==> src/rtl/i2s_tx_multi.sv <==
// i2s_tx_multi: multi-channel serial audio transmitter (I2S / left-justified, stereo / TDM).
// A frame of CHANNELS*SLOT_W bit periods is shifted out MSB first on d, with bit clock sck,
// word select / frame sync lr, and a free-running master clock mck. One frame of samples is
// buffered in a holding register filled through a valid/ready handshake. When the holding
// register is empty at the load point, the previous frame is repeated and underrun pulses.
// Ports:
//   clock, reset            system clock, synchronous active-high reset
//   enable                  run serial output (sampled at frame boundary)
//   sample_valid/ready      handshake for sample_data (ch0 in the MSBs)
//   sample_data             CHANNELS*DATA_W bits, two's complement samples
//   mck, sck, lr, d         codec DAC pins
//   frame_start, underrun   one-clock status pulses at the frame load point
module i2s_tx_multi #(
  parameter int unsigned DATA_W   = 16,
  parameter int unsigned SLOT_W   = 32,
  parameter int unsigned CHANNELS = 2,
  parameter int unsigned SCK_DIV  = 8,
  parameter int unsigned MCK_DIV  = 2,
  parameter int unsigned MODE     = 0
) (
  input  logic                         clock,
  input  logic                         reset,
  input  logic                         enable,
  input  logic                         sample_valid,
  output logic                         sample_ready,
  input  logic [CHANNELS*DATA_W-1:0]   sample_data,
  output logic                         mck,
  output logic                         sck,
  output logic                         lr,
  output logic                         d,
  output logic                         frame_start,
  output logic                         underrun
);

  localparam int unsigned FRAME_BITS = CHANNELS * SLOT_W;
  localparam int unsigned POS_W      = $clog2(FRAME_BITS);
  localparam int unsigned SCK_W      = $clog2(SCK_DIV);
  localparam int unsigned MCK_W      = (MCK_DIV > 1) ? $clog2(MCK_DIV) : 1;
  localparam logic [POS_W-1:0] LAST_POS = POS_W'(FRAME_BITS - 1);
  localparam logic [POS_W-1:0] LOAD_POS = (MODE == 0) ? POS_W'(1) : '0;

  typedef enum logic {ST_IDLE, ST_RUN} state_t;

  state_t                        state, state_next;
  logic [MCK_W-1:0]              mck_cnt;
  logic [SCK_W-1:0]              sck_cnt;
  logic [POS_W-1:0]              pos;
  logic [CHANNELS*DATA_W-1:0]    hold;
  logic [CHANNELS*DATA_W-1:0]    last_frame;
  logic                          hold_full;
  logic [FRAME_BITS-1:0]         sreg;

  logic                          sck_wrap;
  logic                          start_evt, rise_evt, fall_evt, stop_evt, step_evt, load_evt;
  logic [POS_W-1:0]              pos_next;
  logic                          lr_next;
  logic                          accept, hold_full_next;
  logic [CHANNELS*DATA_W-1:0]    load_src;
  logic [FRAME_BITS-1:0]         load_bits;

  // Place each channel's DATA_W bits at the top of its slot, zero padding below.
  function automatic logic [FRAME_BITS-1:0] expand(input logic [CHANNELS*DATA_W-1:0] raw);
    logic [FRAME_BITS-1:0] f;
    f = '0;
    for (int unsigned ch = 0; ch < CHANNELS; ch++) begin
      for (int unsigned b = 0; b < DATA_W; b++) begin
        f[FRAME_BITS-1-ch*SLOT_W-b] = raw[CHANNELS*DATA_W-1-ch*DATA_W-b];
      end
    end
    return f;
  endfunction

  // State register
  always_ff @(posedge clock) begin
    if (reset) state <= ST_IDLE;
    else       state <= state_next;
  end

  // Next-state logic
  always_comb begin
    state_next = state;
    case (state)
      ST_IDLE: if (start_evt) state_next = ST_RUN;
      ST_RUN:  if (stop_evt)  state_next = ST_IDLE;
      default: state_next = ST_IDLE;
    endcase
  end

  // Event / output decode. A start acts as a falling edge entering pos 0 with sck already low.
  always_comb begin
    sck_wrap  = (sck_cnt == SCK_W'(SCK_DIV - 1));
    start_evt = (state == ST_IDLE) && sck_wrap && enable;
    rise_evt  = (state == ST_RUN) && sck_wrap && !sck;
    fall_evt  = (state == ST_RUN) && sck_wrap && sck;
    stop_evt  = fall_evt && (pos == LAST_POS) && !enable;
    step_evt  = start_evt || (fall_evt && !stop_evt);
    if (start_evt || pos == LAST_POS) pos_next = '0;
    else                              pos_next = pos + POS_W'(1);
    if (CHANNELS == 2) lr_next = (pos_next >= POS_W'(SLOT_W));
    else               lr_next = (pos_next == '0);
    load_evt       = step_evt && (pos_next == LOAD_POS);
    load_src       = hold_full ? hold : last_frame;
    load_bits      = expand(load_src);
    accept         = sample_valid && sample_ready;
    hold_full_next = hold_full;
    if (load_evt && hold_full) hold_full_next = 1'b0;
    else if (accept)           hold_full_next = 1'b1;
  end

  // Datapath
  always_ff @(posedge clock) begin
    if (reset) begin
      mck_cnt      <= '0;
      mck          <= 1'b0;
      sck_cnt      <= '0;
      sck          <= 1'b0;
      pos          <= '0;
      lr           <= 1'b0;
      d            <= 1'b0;
      sreg         <= '0;
      hold         <= '0;
      last_frame   <= '0;
      hold_full    <= 1'b0;
      sample_ready <= 1'b0;
      frame_start  <= 1'b0;
      underrun     <= 1'b0;
    end else begin
      if (mck_cnt == MCK_W'(MCK_DIV - 1)) begin
        mck_cnt <= '0;
        mck     <= ~mck;
      end else begin
        mck_cnt <= mck_cnt + MCK_W'(1);
      end
      sck_cnt      <= sck_wrap ? '0 : sck_cnt + SCK_W'(1);
      frame_start  <= load_evt;
      underrun     <= load_evt && !hold_full;
      hold_full    <= hold_full_next;
      sample_ready <= !hold_full_next;
      if (accept)   hold       <= sample_data;
      if (load_evt) last_frame <= load_src;
      if (rise_evt) sck <= 1'b1;
      if (stop_evt) begin
        sck  <= 1'b0;
        pos  <= '0;
        lr   <= 1'b0;
        d    <= 1'b0;
        sreg <= '0;
      end else if (step_evt) begin
        sck <= 1'b0;
        pos <= pos_next;
        lr  <= lr_next;
        // In I2S mode pos 0 still shifts out the final bit of the previous frame.
        if (load_evt) begin
          d    <= load_bits[FRAME_BITS-1];
          sreg <= load_bits << 1;
        end else begin
          d    <= sreg[FRAME_BITS-1];
          sreg <= sreg << 1;
        end
      end
    end
  end

endmodule

==> config.mk <==
export PLATFORM = sky130hd
export DESIGN_NAME = i2s_tx_multi
export DESIGN_NICKNAME = d
export VERILOG_FILES = /design/src/rtl/i2s_tx_multi.sv
export SDC_FILE = /design/constraint.sdc
export NUM_CORES = 1
export LEC_CHECK = 0
export ABC_AREA = 1
export BUFFER_PORTS_ARGS = -buffer_cell sky130_fd_sc_hd__buf_2
export CAP_MARGIN = 25
export CORE_AREA = 2 2 75 148
export CTS_CLUSTER_SIZE = 8
export DETAILED_ROUTE_END_ITERATION = 7
export DIE_AREA = 0 0 77 150
export GPL_ROUTABILITY_DRIVEN = 0
export PLACE_DENSITY = 0.84
export SLEW_MARGIN = 10
export SYNTH_ARGS = -nofsm -noshare
export SYNTH_HDL_FRONTEND = slang
export SYNTH_SLANG_ARGS = --single-unit
==> constraint.sdc <==
create_clock -name clock -period 2 [get_ports clock]
set_input_delay 0.2 -clock clock [delete_from_list [all_inputs] [get_ports clock]]
set_output_delay 0.2 -clock clock [all_outputs]
set_load 0.03 [all_outputs]
* Yosys cells after proc, flatten, opt, wreduce, memory -nomap -nowiden *
Index checks and enable logic that the tools add are counted.

word-level totals
  register bits = 147
  bits in latches = 0
  memory bits (writable) = 0
  memory bits (read-only) = 0
  bits of input ports = 36
  output and inout port bits = 7
  word-level logic and storage cells = 56
  memories = 0

cells by class
  add/sub/neg operators = 3
  $mul = 0
  div/mod/pow operators = 0
  $lt $le $gt $ge = 1
  eq/ne operators = 3
  shift operators = 0
  mux-type cells = 9
  bitwise gates (word level) = 2
  reductions and logical operators = 23

operators by type and width
  kind                                                 number
  2-to-1 mux 64 bit                                    1
  2-to-1 mux 32 bit                                    1
  logical AND 1 bit                                    12
  adder 6 x 1 -> 6 bit, second input constant          1
  equality test 6 x 1 -> 1 bit, second input constant  1
  equality test 6 bit, second input constant           1
  >= comparator 6 bit, second input constant           1
  2-to-1 mux 6 bit                                     1
  OR reduction 2 bit                                   3
  logical NOT 1 bit                                    5
  2-to-1 mux 1 bit                                     5
  adder 3 x 1 -> 3 bit, second input constant          1
  equality test 3 bit, second input constant           1
  OR reduction 3 bit                                   1
  logical OR 1 bit                                     2
  NOT 1 bit                                            2
  case mux 1 bit (2 select lines)                      1
  adder 1 bit, second input constant                   1

* Logic depth before layout (Yosys ltp) *
  depth after elaboration = 12
  depth in mapped cells = 14
  mapped depth without buffers = 13

* Worst setup path after synthesis *
OpenSTA, ideal clock, no wires.

  path kind = register -> register
  from = register sck_cnt[0]
  to = register sreg[49]
  setup time = 0.109 ns
  data arrival time = 1.832 ns
  data required time = 1.891 ns
  path slack = 0.059 ns
  cell stages (with the launch flop) = 14
  path buffers = 1
  period minus slack after synthesis = 1.941 ns
  cells stage by stage = dfxtp_1 > ha_1 > ha_1 > nand3_1 > inv_2 > nor2_2 > nand4_1 > nor2_2 > nand2_4 > buf_2 > nand2_1 > nand3_1 > nand2_1 > inv_1

on the way
  cells in the longest elaborated chain, start to end = 10
  elaborated cells on any way between the ends = 16
  those cells by class = 2 x eq/ne; 2 x mux; 12 x reduce/logical

RTL lines
  item                                                       RTL line  text
  start, declared                                            46        logic [SCK_W-1:0] sck_cnt;
  start signal, assigned                                     134       sck_cnt <= sck_wrap ? '0 : sck_cnt + SCK_W'(1);
  equality test 3 bit (*)                                    91        sck_wrap = (sck_cnt == SCK_W'(SCK_DIV - 1));
  branches (longest 9 deep; another with 2-to-1 mux 64 bit)  n/a
  end signal, assigned                                       155       sreg <= load_bits << 1;
  end signal, assigned                                       158       sreg <= sreg << 1;
  end, declared                                              51        logic [FRAME_BITS-1:0] sreg;

Every way passes the cells marked *.
A chain may end at the register's enable or synchronous reset.

* Worst setup path in the final report *
  from = register pos[1]
  to = register sreg[61]

on the way
  cells in the longest elaborated chain, start to end = 8
  elaborated cells on any way between the ends = 13
  those cells by class = 1 x add/sub; 2 x eq/ne; 2 x mux; 8 x reduce/logical

RTL lines
  item                                                          RTL line  text
  start, declared                                               47        logic [POS_W-1:0] pos;
  start signal, assigned                                        150       pos <= pos_next;
  branches (longest 8 deep; another with adder 6 x 1 -> 6 bit)  n/a

Several ways; the timed one is not identified.

==> results.md <==
- Status: finished with violations
- Failing checks: negative setup slack
- CTS Buf Count: 17
- Endpoints failing hold: 0
- Netlist Area Pre-Place: 5490 µm²
- Residual DRC: 0
- RSZ-0062 raised after global routing: true
- Largest delay share family, worst path: simple AND/OR/NAND/NOR gates
- Layout Skew: 0.00721 ns
- TritonRoute pass-1 iters: 6
- Top_reg_cell synth: dfxtp_1
- Root buf cell: clkbuf_16
- Post-Synthesis Mean Instance Area: 6.93 µm²
- Post-synth ARST share: 0
- Clock Latency Late Sink: 0.41 ns
- Initial antenna violation count: 0
- Dpl cells: 948
- CTS H-tree depth: 4
- Slowest CP cell: dfxtp_2
- Max-Cap Viols: 0
- Crit path buffers/inverters: 4
- Worst hold-check slack: 0.0377 ns
- # clock sinks: 130
- Setup Crit Path Kind: register to register
- Final net count: 890
- IO Count: 43
- Register area share after synthesis: 0.474
- Most common cell after layout, fill and taps aside: nand2_1
- Startpoint types: register
- Synth unique cells: 27
- Die H: 150 µm
- Crit-path cells: ha_4 -> nand3_4 -> nor2_4 -> buf_6 -> nor2_4 -> nand4_1 -> nor2_4 -> buf_12 -> nand2_8 -> clkbuf_16 -> nand2_1 -> nand3_1 -> nand2_1 -> inv_1
- Period Utilization, post-route: 1.08
- Worst slack, placed: -0.194 ns
- TritonCTS clock tree: built
- Fin crit period: 2.16 ns
- Worst setup EP type: register
- Post-Syn Nets: 832
- Ys Warns: 0
- DIE WIDTH: 77 µm
- Post-DP HPWL: 7630 µm
- Grt ovf: 0
- Vias in the first global route: 5188
- Number of non-filler instances in the completed layout: 1001
- Antenna Nets Post-Route: 0
- Count of pins over their slew limit: 0
- Crit-path most repeated cell: nor2_4
- Antenna Cells: 0
- Post-synth EDFFs: 0
- Clock slew at reported path FFs: 0.06 ns
- Fmax: 0.463 GHz
- Rows: 53
- Post-synthesis register bit count: 130
- Critical Path Max Stage Delay: 0.33 ns
- Layout cells sized above 1: 0.252
- CP Data Arrival Time: 2.47 ns
- LEAKAGE: 3.34 nW
- Setup ws final: -0.162 ns
- Most frequent cells in the layout: nand2_1 (198), dfxtp_1 (125), inv_1 (74), nor2_1 (74), nand3_1 (65)
- Port-buffer cells: 42
- Worst Path Required: 2.31 ns
- Drt total wl: 16400 µm
- Die area: 11600 µm²
- Worst-Margin Slew: 0.524 ns
- PwrDens: 845 nW/µm²
- Routed WL per cell: 16.4 µm
- Starting DRC count in detailed routing: 508
- Final-report setup violation count: 68
- Area Overhead vs Synth: 32.4%
- Slew headroom: 0.651
- Worst min-delay path class: primary input to register
- Synth Instances: 793
- Largest net degree at the start of global routing: 55
- Via count: 5684
- Via/cell ratio: 5.68
- First-pass GRT wire length: 23100 µm
- Global-route usage over all layers: 0.249
- Initial core utilization: 0.524
- CP max FO: 8
- Clk buf depth: 2
- Core Region: 10500 µm²
- Max VDD drop: 0.000744 V
[tightest hold or removal path: stages]
cell and delay (ns):
buf_2 0.07, o21ai_0 0.07, nor2_1 0.07
[path summary, 6_finish.rpt]
| path | start | end | slack [ns] | depth (start not counted) |
|---|---|---|---|---|
| hold reg to reg | mck_cnt | mck_cnt | 0.43 | 1 |
| hold / removal | sample_data[23] | hold[23] | 0.04 | 3 |
| setup / recovery | pos[1] | sreg[61] | -0.16 | 14 |
| setup reg to reg | pos[1] | sreg[61] | -0.16 | 14 |
[logic make-up after synthesis]
family / count (synthesis) / synth area share
AOI/OAI and AO/OA: 110 / 0.103
xor gates and xnor gates: 1 / 0.00159
adders and majority gates: 3 / 0.00683
buffers and inverters: 128 / 0.0950
DFF: 130 / 0.474
and+or+nand+nor: 421 / 0.320
[area by class of cell]
cell class / instances / area (µm²)
repair inverters: 1 / 7.51
well taps: 137 / 171
clock inverters: 9 / 130
repair buffers: 86 / 781
clock buffers: 23 / 468
inverters: 79 / 300
multi-input cells: 536 / 2810
fillers: 780 / 3200
flip-flops and latches: 130 / 2610
[registers in the layout, summed over array words and instances (netlist names), 3 cells and up]
signal / count
sreg: 47
last_frame: 32
sck_cnt: 3
pos: 6
hold: 32
[power by group]
group          internal (mW)  leakage [nW]  switching, mW
Sequential              2.65          1.06         0.0359
Combinational          0.110          2.00          0.199
Clock                   2.02         0.291           1.12
Total                   4.79          3.34           1.36
[repair_timing]
item	4_1_cts	5_1_grt
resized for setup	41	86
hold buffers	0	0
buffers inserted	8	8
endpoints found under the setup margin	76	82
cloned	3	4
pin swaps	14	32
[metal layers]
| metal | track usage | vias up | part of all wire |
|---|---|---|---|
| li1 | - | 2627 | - |
| met1 | 0.255 | 2665 | 0.36 |
| met2 | 0.450 | 307 | 0.53 |
| met3 | 0.0531 | 85 | 0.059 |
| met4 | 0.164 | 0 | 0.053 |
| met5 | 0 | - | 0 |
[cells in the mapped netlist, drive strengths merged, types with 2 or more instances]
cell type,number,area [µm²]
o22ai,2,12.5
dfxtp,130,2600
buf,19,113
nand2,227,860
nand3,105,531
nand4,2,12.5
inv,78,293
or2,2,12.5
clkbuf,30,113
o21ai,68,340
ha,3,37.5
a21oi,39,206
nor2,83,329
[per-stage QoR]
stage	power (mW)	cell area, µm²	util	setup TNS [ns]
6_report	6.14	7270	0.694	-4.45
5_1_grt	6.31	7270	0.694	-8.29
4_1_cts	6.12	6810	0.650	0
3_5_place_dp	3.02	5870	0.561	-8.28
3_3_place_gp	3.01	5870	0.561	-3.86
2_1_floorplan	2.92	5490	-	0
(Power assumes the default switching activity.)
